===== src/rtl/pong_pkg.sv =====
`default_nettype none
// ============================================================================
//  Module      : pong_pkg
//  Description : Shared constants for the pong game controller and graphics.
//  Revision    : 1.0 - initial release
// ============================================================================
package pong_pkg;

    localparam logic [1:0] GS_NEWGAME = 2'd0;
    localparam logic [1:0] GS_PLAY    = 2'd1;
    localparam logic [1:0] GS_NEWBALL = 2'd2;
    localparam logic [1:0] GS_OVER    = 2'd3;

    localparam int DEF_LIVES       = 3;
    localparam int DEF_TIMER_TICKS = 120;
    localparam int DEF_SCORE_MAX   = 99;

    // Screen geometry shared with the graphics block
    localparam int MAX_X = 640;
    localparam int MAX_Y = 480;

endpackage : pong_pkg
`default_nettype wire


===== src/rtl/pong_bcd_score.sv =====
`default_nettype none
// ============================================================================
//  Module      : pong_bcd_score
//  Description : Two-digit BCD score counter with clear, increment and
//                saturation at SCORE_MAX; flags units-digit wrap 9 -> 0.
//  Revision    : 1.0 - initial release
// ============================================================================
module pong_bcd_score #(
    parameter int SCORE_MAX = 99
) (
    input  logic       clk,
    input  logic       rst,
    input  logic       clr,
    input  logic       inc,
    output logic [3:0] d1,
    output logic [3:0] d0,
    output logic       wrap_o
);

    localparam logic [3:0] MAX_D1 = 4'(SCORE_MAX / 10);
    localparam logic [3:0] MAX_D0 = 4'(SCORE_MAX % 10);

    logic [3:0] d1_q, d1_d;
    logic [3:0] d0_q, d0_d;
    logic       sat;

    assign sat    = (d1_q == MAX_D1) && (d0_q == MAX_D0);
    assign wrap_o = inc && !clr && !sat && (d0_q == 4'd9);

    always_comb begin
        d1_d = d1_q;
        d0_d = d0_q;
        if (clr) begin
            d1_d = 4'd0;
            d0_d = 4'd0;
        end else if (inc && !sat) begin
            if (d0_q == 4'd9) begin
                d0_d = 4'd0;
                d1_d = d1_q + 4'd1;
            end else begin
                d0_d = d0_q + 4'd1;
            end
        end
    end

    always_ff @(posedge clk or posedge rst) begin
        if (rst) begin
            d1_q <= 4'd0;
            d0_q <= 4'd0;
        end else begin
            d1_q <= d1_d;
            d0_q <= d0_d;
        end
    end

    assign d1 = d1_q;
    assign d0 = d0_q;

endmodule : pong_bcd_score
`default_nettype wire


===== src/rtl/pong_game_ctrl.sv =====
`default_nettype none
// ============================================================================
//  Module      : pong_game_ctrl
//  Description : Pong game sequencer: serve/freeze control, lives, BCD score.
//                Optional ball speed-up selected by macro PONG_SPEEDUP_EN.
//  Revision    : 1.0 - initial release
// ============================================================================
module pong_game_ctrl
    import pong_pkg::*;
#(
    parameter int LIVES       = DEF_LIVES,
    parameter int TIMER_TICKS = DEF_TIMER_TICKS,
    parameter int SCORE_MAX   = DEF_SCORE_MAX
) (
    input  logic       clk,
    input  logic       rst,
    input  logic       refr_tick,
    input  logic [1:0] btn,
    input  logic       hit,
    input  logic       miss,
    output logic       gra_still,
    output logic       ball_reload,
    output logic [1:0] state_o,
    output logic [1:0] balls_left,
    output logic [3:0] score_d1,
    output logic [3:0] score_d0,
    output logic [1:0] speed_lvl
);

    localparam logic [1:0] LIVES_INIT = 2'(LIVES);
    localparam logic [6:0] TIMER_INIT = 7'(TIMER_TICKS);

    logic [1:0] state_q, state_d;
    logic [1:0] balls_q, balls_d;
    logic [6:0] timer_q, timer_d;
    logic       reload_q, reload_d;
    logic       score_clr;
    logic       score_inc;
    logic       score_wrap;
    logic       press;

    assign press = |btn;

    always_comb begin
        state_d   = state_q;
        balls_d   = balls_q;
        timer_d   = timer_q;
        reload_d  = 1'b0;
        score_clr = 1'b0;
        score_inc = 1'b0;
        case (state_q)
            GS_NEWGAME: begin
                if (press) begin
                    state_d   = GS_PLAY;
                    score_clr = 1'b1;
                    reload_d  = 1'b1;
                end
            end
            GS_PLAY: begin
                // A miss takes priority over a simultaneous hit
                if (miss) begin
                    timer_d = TIMER_INIT;
                    if (balls_q == 2'd1) begin
                        balls_d = 2'd0;
                        state_d = GS_OVER;
                    end else begin
                        balls_d = balls_q - 2'd1;
                        state_d = GS_NEWBALL;
                    end
                end else if (hit) begin
                    score_inc = 1'b1;
                end
            end
            GS_NEWBALL: begin
                if (timer_q != 7'd0) begin
                    if (refr_tick) timer_d = timer_q - 7'd1;
                end else if (press) begin
                    state_d  = GS_PLAY;
                    reload_d = 1'b1;
                end
            end
            GS_OVER: begin
                if (timer_q != 7'd0) begin
                    if (refr_tick) timer_d = timer_q - 7'd1;
                end else begin
                    state_d = GS_NEWGAME;
                    balls_d = LIVES_INIT;
                end
            end
            default: state_d = GS_NEWGAME;
        endcase
    end

    always_ff @(posedge clk or posedge rst) begin
        if (rst) begin
            state_q  <= GS_NEWGAME;
            balls_q  <= LIVES_INIT;
            timer_q  <= 7'd0;
            reload_q <= 1'b0;
        end else begin
            state_q  <= state_d;
            balls_q  <= balls_d;
            timer_q  <= timer_d;
            reload_q <= reload_d;
        end
    end

    pong_bcd_score #(
        .SCORE_MAX (SCORE_MAX)
    ) u_score (
        .clk    (clk),
        .rst    (rst),
        .clr    (score_clr),
        .inc    (score_inc),
        .d1     (score_d1),
        .d0     (score_d0),
        .wrap_o (score_wrap)
    );

`ifdef PONG_SPEEDUP_EN
    logic [1:0] speed_q, speed_d;

    always_comb begin
        speed_d = speed_q;
        if (score_clr) begin
            speed_d = 2'd0;
        end else if (score_wrap && (speed_q != 2'd3)) begin
            speed_d = speed_q + 2'd1;
        end
    end

    always_ff @(posedge clk or posedge rst) begin
        if (rst) begin
            speed_q <= 2'd0;
        end else begin
            speed_q <= speed_d;
        end
    end

    assign speed_lvl = speed_q;
`else
    logic unused_wrap;
    assign unused_wrap = score_wrap;
    assign speed_lvl   = 2'd0;
`endif

    assign gra_still   = (state_q != GS_PLAY);
    assign ball_reload = reload_q;
    assign state_o     = state_q;
    assign balls_left  = balls_q;

endmodule : pong_game_ctrl
`default_nettype wire


===== config.mk =====
export PLATFORM = sky130hd
export DESIGN_NAME = pong_game_ctrl
export DESIGN_NICKNAME = d
export VERILOG_FILES = /design/src/rtl/pong_pkg.sv /design/src/rtl/pong_bcd_score.sv /design/src/rtl/pong_game_ctrl.sv
export SDC_FILE = /design/constraint.sdc
export NUM_CORES = 1
export LEC_CHECK = 0
export BUFFER_PORTS_ARGS = -buffer_cell sky130_fd_sc_hd__buf_2
export CAP_MARGIN = 30
export CORE_AREA = 2 2 57 70
export CTS_CLUSTER_DIAMETER = 30
export DETAILED_ROUTE_END_ITERATION = 6
export DIE_AREA = 0 0 59 72
export SYNTH_ARGS = -nofsm -noshare
export SYNTH_HDL_FRONTEND = slang
export SYNTH_HIERARCHICAL = 1
export SYNTH_SLANG_ARGS = --single-unit

===== constraint.sdc =====
create_clock -name clk -period 2.8 [get_ports clk]
set_input_delay 0.14 -clock clk [delete_from_list [all_inputs] [get_ports clk]]
set_output_delay 0.14 -clock clk [all_outputs]
set_load 0.01 [all_outputs]

==> Yosys cells after proc, flatten, opt, wreduce, memory -nomap -nowiden <==
Index checks and enable logic that the tools add are counted.
W data, S select, Z words.
{ "op_classes": {"eq_ne": 12, "addsub": 4, "n_mux": 27, "reduce_logical": 15} }
{ "ops": {"columns": ["operator", "count"], "rows": [
  ["$mux W4", 6],
  ["$mux W7", 3],
  ["$mux W2", 7],
  ["$pmux W7 S2", 1],
  ["$add A4 B1 Y4 const B", 2],
  ["$eq A4 B4 Y1 const B", 2],
  ["$pmux W2 S4", 1],
  ["$reduce_bool A2 Y1", 4],
  ["$mux W1", 7],
  ["$reduce_bool A7 Y1", 1],
  ["$sub A7 B1 Y7 const B", 1],
  ["$ne A2 B1 Y1 const B", 3],
  ["$ne A2 B2 Y1 const B", 3],
  ["$reduce_and A3 Y1", 2],
  ["$eq A2 B1 Y1 const B", 2],
  ["$eq A2 B2 Y1 const B", 2],
  ["$pmux W2 S2", 1],
  ["$reduce_and A4 Y1", 1],
  ["$reduce_or A2 Y1", 2],
  ["$logic_and A1 B1 Y1", 2],
  ["$logic_not A2 Y1", 1],
  ["$pmux W1 S2", 1],
  ["$reduce_and A2 Y1", 1],
  ["$sub A2 B1 Y2 const B", 1],
  ["$logic_not A1 Y1", 1]
]} }
{ "word_totals": {"elab_cells": 64, "input_bits": 7, "reg_bits": 20} }

==> Longest topological paths before layout <==
{ "logic_depth": {"word_depth": 6, "ltp_mapped": 6, "depth_no_buf": 6} }

==> Modules after synthesis <==
The synthesis kept the hierarchy.
{ "by_module_without_submodules": {"columns": ["module", "area_each_um2", "cells_per_inst", "seq_area_each_um2", "n_inst"], "rows": [
  ["pong_game_ctrl", 728.2, 81, 302.8, 1],
  ["pong_bcd_score", 490.5, 52, 200.2, 1]
]} }

==> Worst setup path before layout <==
OpenSTA, ideal clock, no wires.
{ "synth_path": {"path_kind": "reg2reg", "from": "register state_q[0], in the netlist state_o[0]", "to": "register u_score.d1_q[2], in the netlist u_score/d1[2]", "path_stages_with_launch": 7, "path_slack_ns": 0.654, "t_arrival_ns": 2.068, "required_time_ns": 2.722, "path_buffers": 1, "setup_time_ns": 0.078, "path_cell_list": "dfrtp_1 > clkbuf_1 > nand2_1 > nor3b_1 > nand4b_1 > or4_1 > a21oi_1"} }
{ "synth_via": {"elab_chain_len": 5, "elab_cells_between_ends": 9} }
{ "synth_lines": {"columns": ["element", "line", "text"], "rows": [
  ["start, declared", "pong_game_ctrl.sv:33", "logic [1:0] state_q, state_d;"],
  ["start signal, assigned", "pong_game_ctrl.sv:101", "state_q <= state_d;"],
  ["$eq A2 B1 Y1", "pong_game_ctrl.sv:51", "case (state_q)"],
  ["$mux W1", "pong_game_ctrl.sv:51", null],
  ["via score_inc", "pong_game_ctrl.sv:38", "logic score_inc;"],
  ["$logic_and A1 B1 Y1", "pong_bcd_score.sv:36", "end else if (inc && !sat) begin"],
  ["$reduce_bool A2 Y1 (no source line)", null, null],
  ["$reduce_and A2 Y1 (no source line)", null, null],
  ["end signal, assigned", "pong_bcd_score.sv:48", "d1_q <= 4'd0;"],
  ["end signal, assigned", "pong_bcd_score.sv:51", "d1_q <= d1_d;"],
  ["end, declared", "pong_bcd_score.sv:23", "logic [3:0] d1_q, d1_d;"]
]} }
The timed path passes the listed nets, and every way through them passes these cells.
A chain may end at the register's enable or synchronous reset.

==> Worst setup path in the final report <==
{ "layout_path": {"from": "register state_q[1], in the netlist state_o[1]", "to": "register u_score.d1_q[2], in the netlist u_score/d1[2]"} }
The elaborated chain is that of the path after synthesis.

==> impl_metrics.toml <==
[run_status]
status = "finished, final reports clean"

[worst_setup_path]
r2r_start = "state_o[1]"
crit_fanout = 16
crit_path_start = "state_o[1]"
required_ns = 2.98
crit_type = "flop to flop"
rrSetupSlack_ns = 0.68
critPathLaunchType = "flop"
crit_end = "u_score/d1[2]"
reg2reg_depth = 7
cp-end-kind = "flop"
crit_arrival_ns = 2.31
r2r-end = "u_score/d1[2]"

[grt]
grt_util_all_layers = 0.1372
antenna_found_initial = 0
grt_max_degree = 17
grt_first_pass_wirelength_microns = 4671
grt_pass1_vias = 1043
grt_remaining_overflow = 0

[logic_synthesis]
yosysWarnings = 6
synth_cells = 132
synth_area_per_cell_sq_um = 9.194
syn_area_sq_um = 1214

[power]
pwr-share-comb = 0.365
max-vdd-ir-drop_mv = 0.2847
p_sw_frac = 0.3946
power.density_nw_per_um2 = 812.4
pwr-share-seq = 0.462
power.leakage_nw = 0.6313
p_sw_mw = 0.4484
internal-power_mw = 0.6880
pwr-share-clk = 0.173

[placement]
place_hpwl_microns = 1994
placed_cell_area_sq_um = 1344
placed_cells = 188
pre_cts_ws_ns = 0.6675
io_buffers = 20
gp_congestion = 0.7238

[sta]
final_hold_viol_count = 0
fin_skew_ns = 0.002924
setup_tns_ns = 0
worst-slew-pin-transition_ns = 0.5271
slew_viol_final = 0
setup_viol = 0
slew_headroom = 0.6486
rsz0062_at_grt = "false"
maxClockFrequency_ghz = 0.4709
period_minus_slack_ns = 2.124
fin_ws_ns = 0.6762
fin_crit_sh = 0.7585

[cells_and_area]
fin_area_sq_um = 1399
fillers = 365
nNetsFinal = 169
drive_gt1_frac = 0.2273
antenna_cells = 0
area_growth_pct = 15.26
instances_no_fill = 193
fin_util = 0.3948

[clock_network]
cts_buffer_depth = 2
cts_resized = 0
cts_tree = "done"
cts_sinks = 20
htreeDepth = 1
path_clk_slew_ns = 0.08
cts_setup_buffers = 0
cts_buffers = 3
clkLatencyLatePin_ns = 0.25
root_buffer = "clkbuf_8"

[flow_run]
maxCapViolCount = 0

[routing]
first_iter_violations = 43
final_antenna_net_count = 0
vias_per_cell = 5.404
routed_wl_microns = 2701
first_pass_iters = 4
vias = 1043
routedWlPerCell_microns = 13.99
drc_errors = 0

[floorplan]
initial_utilization = 0.3425
rows = 24
die_y_microns = 72
dieWidth_microns = 59
die_area_sq_um = 4248
core_region_area_sq_um = 3543
ios = 23

[worst_hold_path]
whs_path_depth = 4
hp-class = "input pin to flop"
cell type report:
class                      instances  area [sq um]  area share
sequential                        20         503.0      0.3596
tap                               39         48.80     0.03488
inverter                          11         41.29     0.02952
clock buffer                       4         45.04     0.03220
multi-input combinational         96         635.6      0.4544
timing repair buffer              23         125.1     0.08945
layer usage:
metal,track usage,routed length [microns],vias to the layer above
li1,-,-,514
met1,0.1719,1176,506
met2,0.2407,1390,21
met3,0.02496,116,2
met4,0.03283,17,0
met5,0,0,-
through the flow:
step	hold WS, ns	total power [mW]
4_1_cts	0.2196	1.148
6_report	0.2177	1.136
3_3_place_gp	0.1150	0.9313
5_1_grt	0.2463	1.241
2_1_floorplan	-0.04434	0.8131
3_5_place_dp	0.1251	0.9460
worst max-delay path, stage by stage (launching register included):
cell	delay [ns]
dfrtp_1	0.58
inv_1	0.18
nand2_1	0.09
nor3b_1	0.21
buf_4	0.17
nand4b_1	0.24
or4_1	0.47
a21oi_1	0.13
how the worst min path moves through the flow:
stage / start / end / slack, ns
after floorplan: rst / u_score/d0[0] / -0.04
after global routing: btn[1] / state_o[1] / 0.25
final: btn[0] / state_o[1] / 0.22
after CTS: btn[0] / state_o[1] / 0.22
after global placement: rst / u_score/d1[1] / 0.12
after detailed placement: rst / u_score/d1[1] / 0.13
power groups by stage:
stage | Clock, mW | Combinational (mW) | Sequential (mW)
2_1_floorplan | 0 | 0.310 | 0.503
3_3_place_gp | 0 | 0.410 | 0.522
3_5_place_dp | 0 | 0.419 | 0.527
4_1_cts | 0.204 | 0.422 | 0.523
5_1_grt | 0.211 | 0.481 | 0.549
6_report | 0.196 | 0.415 | 0.525
what timing repair did:
item / in CTS / in global routing
hold endpoints to repair: 18 / 0
setup endpoints to repair: 0 / 0
hold buffers: 1 / 0
registers in the layout (all words and copies together) (netlist names):
register	flops
state_o	2
timer_q	7
u_score/d1	4
balls_left	2
u_score/d0	4
ball_reload	1
layout by cell type, fill, tap and decap left out, types with 2 or more instances in the layout:
cell / n
ha_1: 7
dfrtp_1: 18
nor3_1: 3
and3b_1: 2
o21ai_0: 6
a31oi_1: 3
nor2_1: 4
nand4_1: 2
conb_1: 2
o31ai_1: 2
or3_1: 4
buf_2: 20
a21oi_1: 13
inv_1: 11
clkbuf_8: 3
or4b_1: 2
buf_4: 2
nand2b_1: 2
dfstp_2: 2
o21ai_1: 4
nand4b_1: 2
nand2_1: 11
nand3_1: 6
Power figures use the tool's default switching activity.
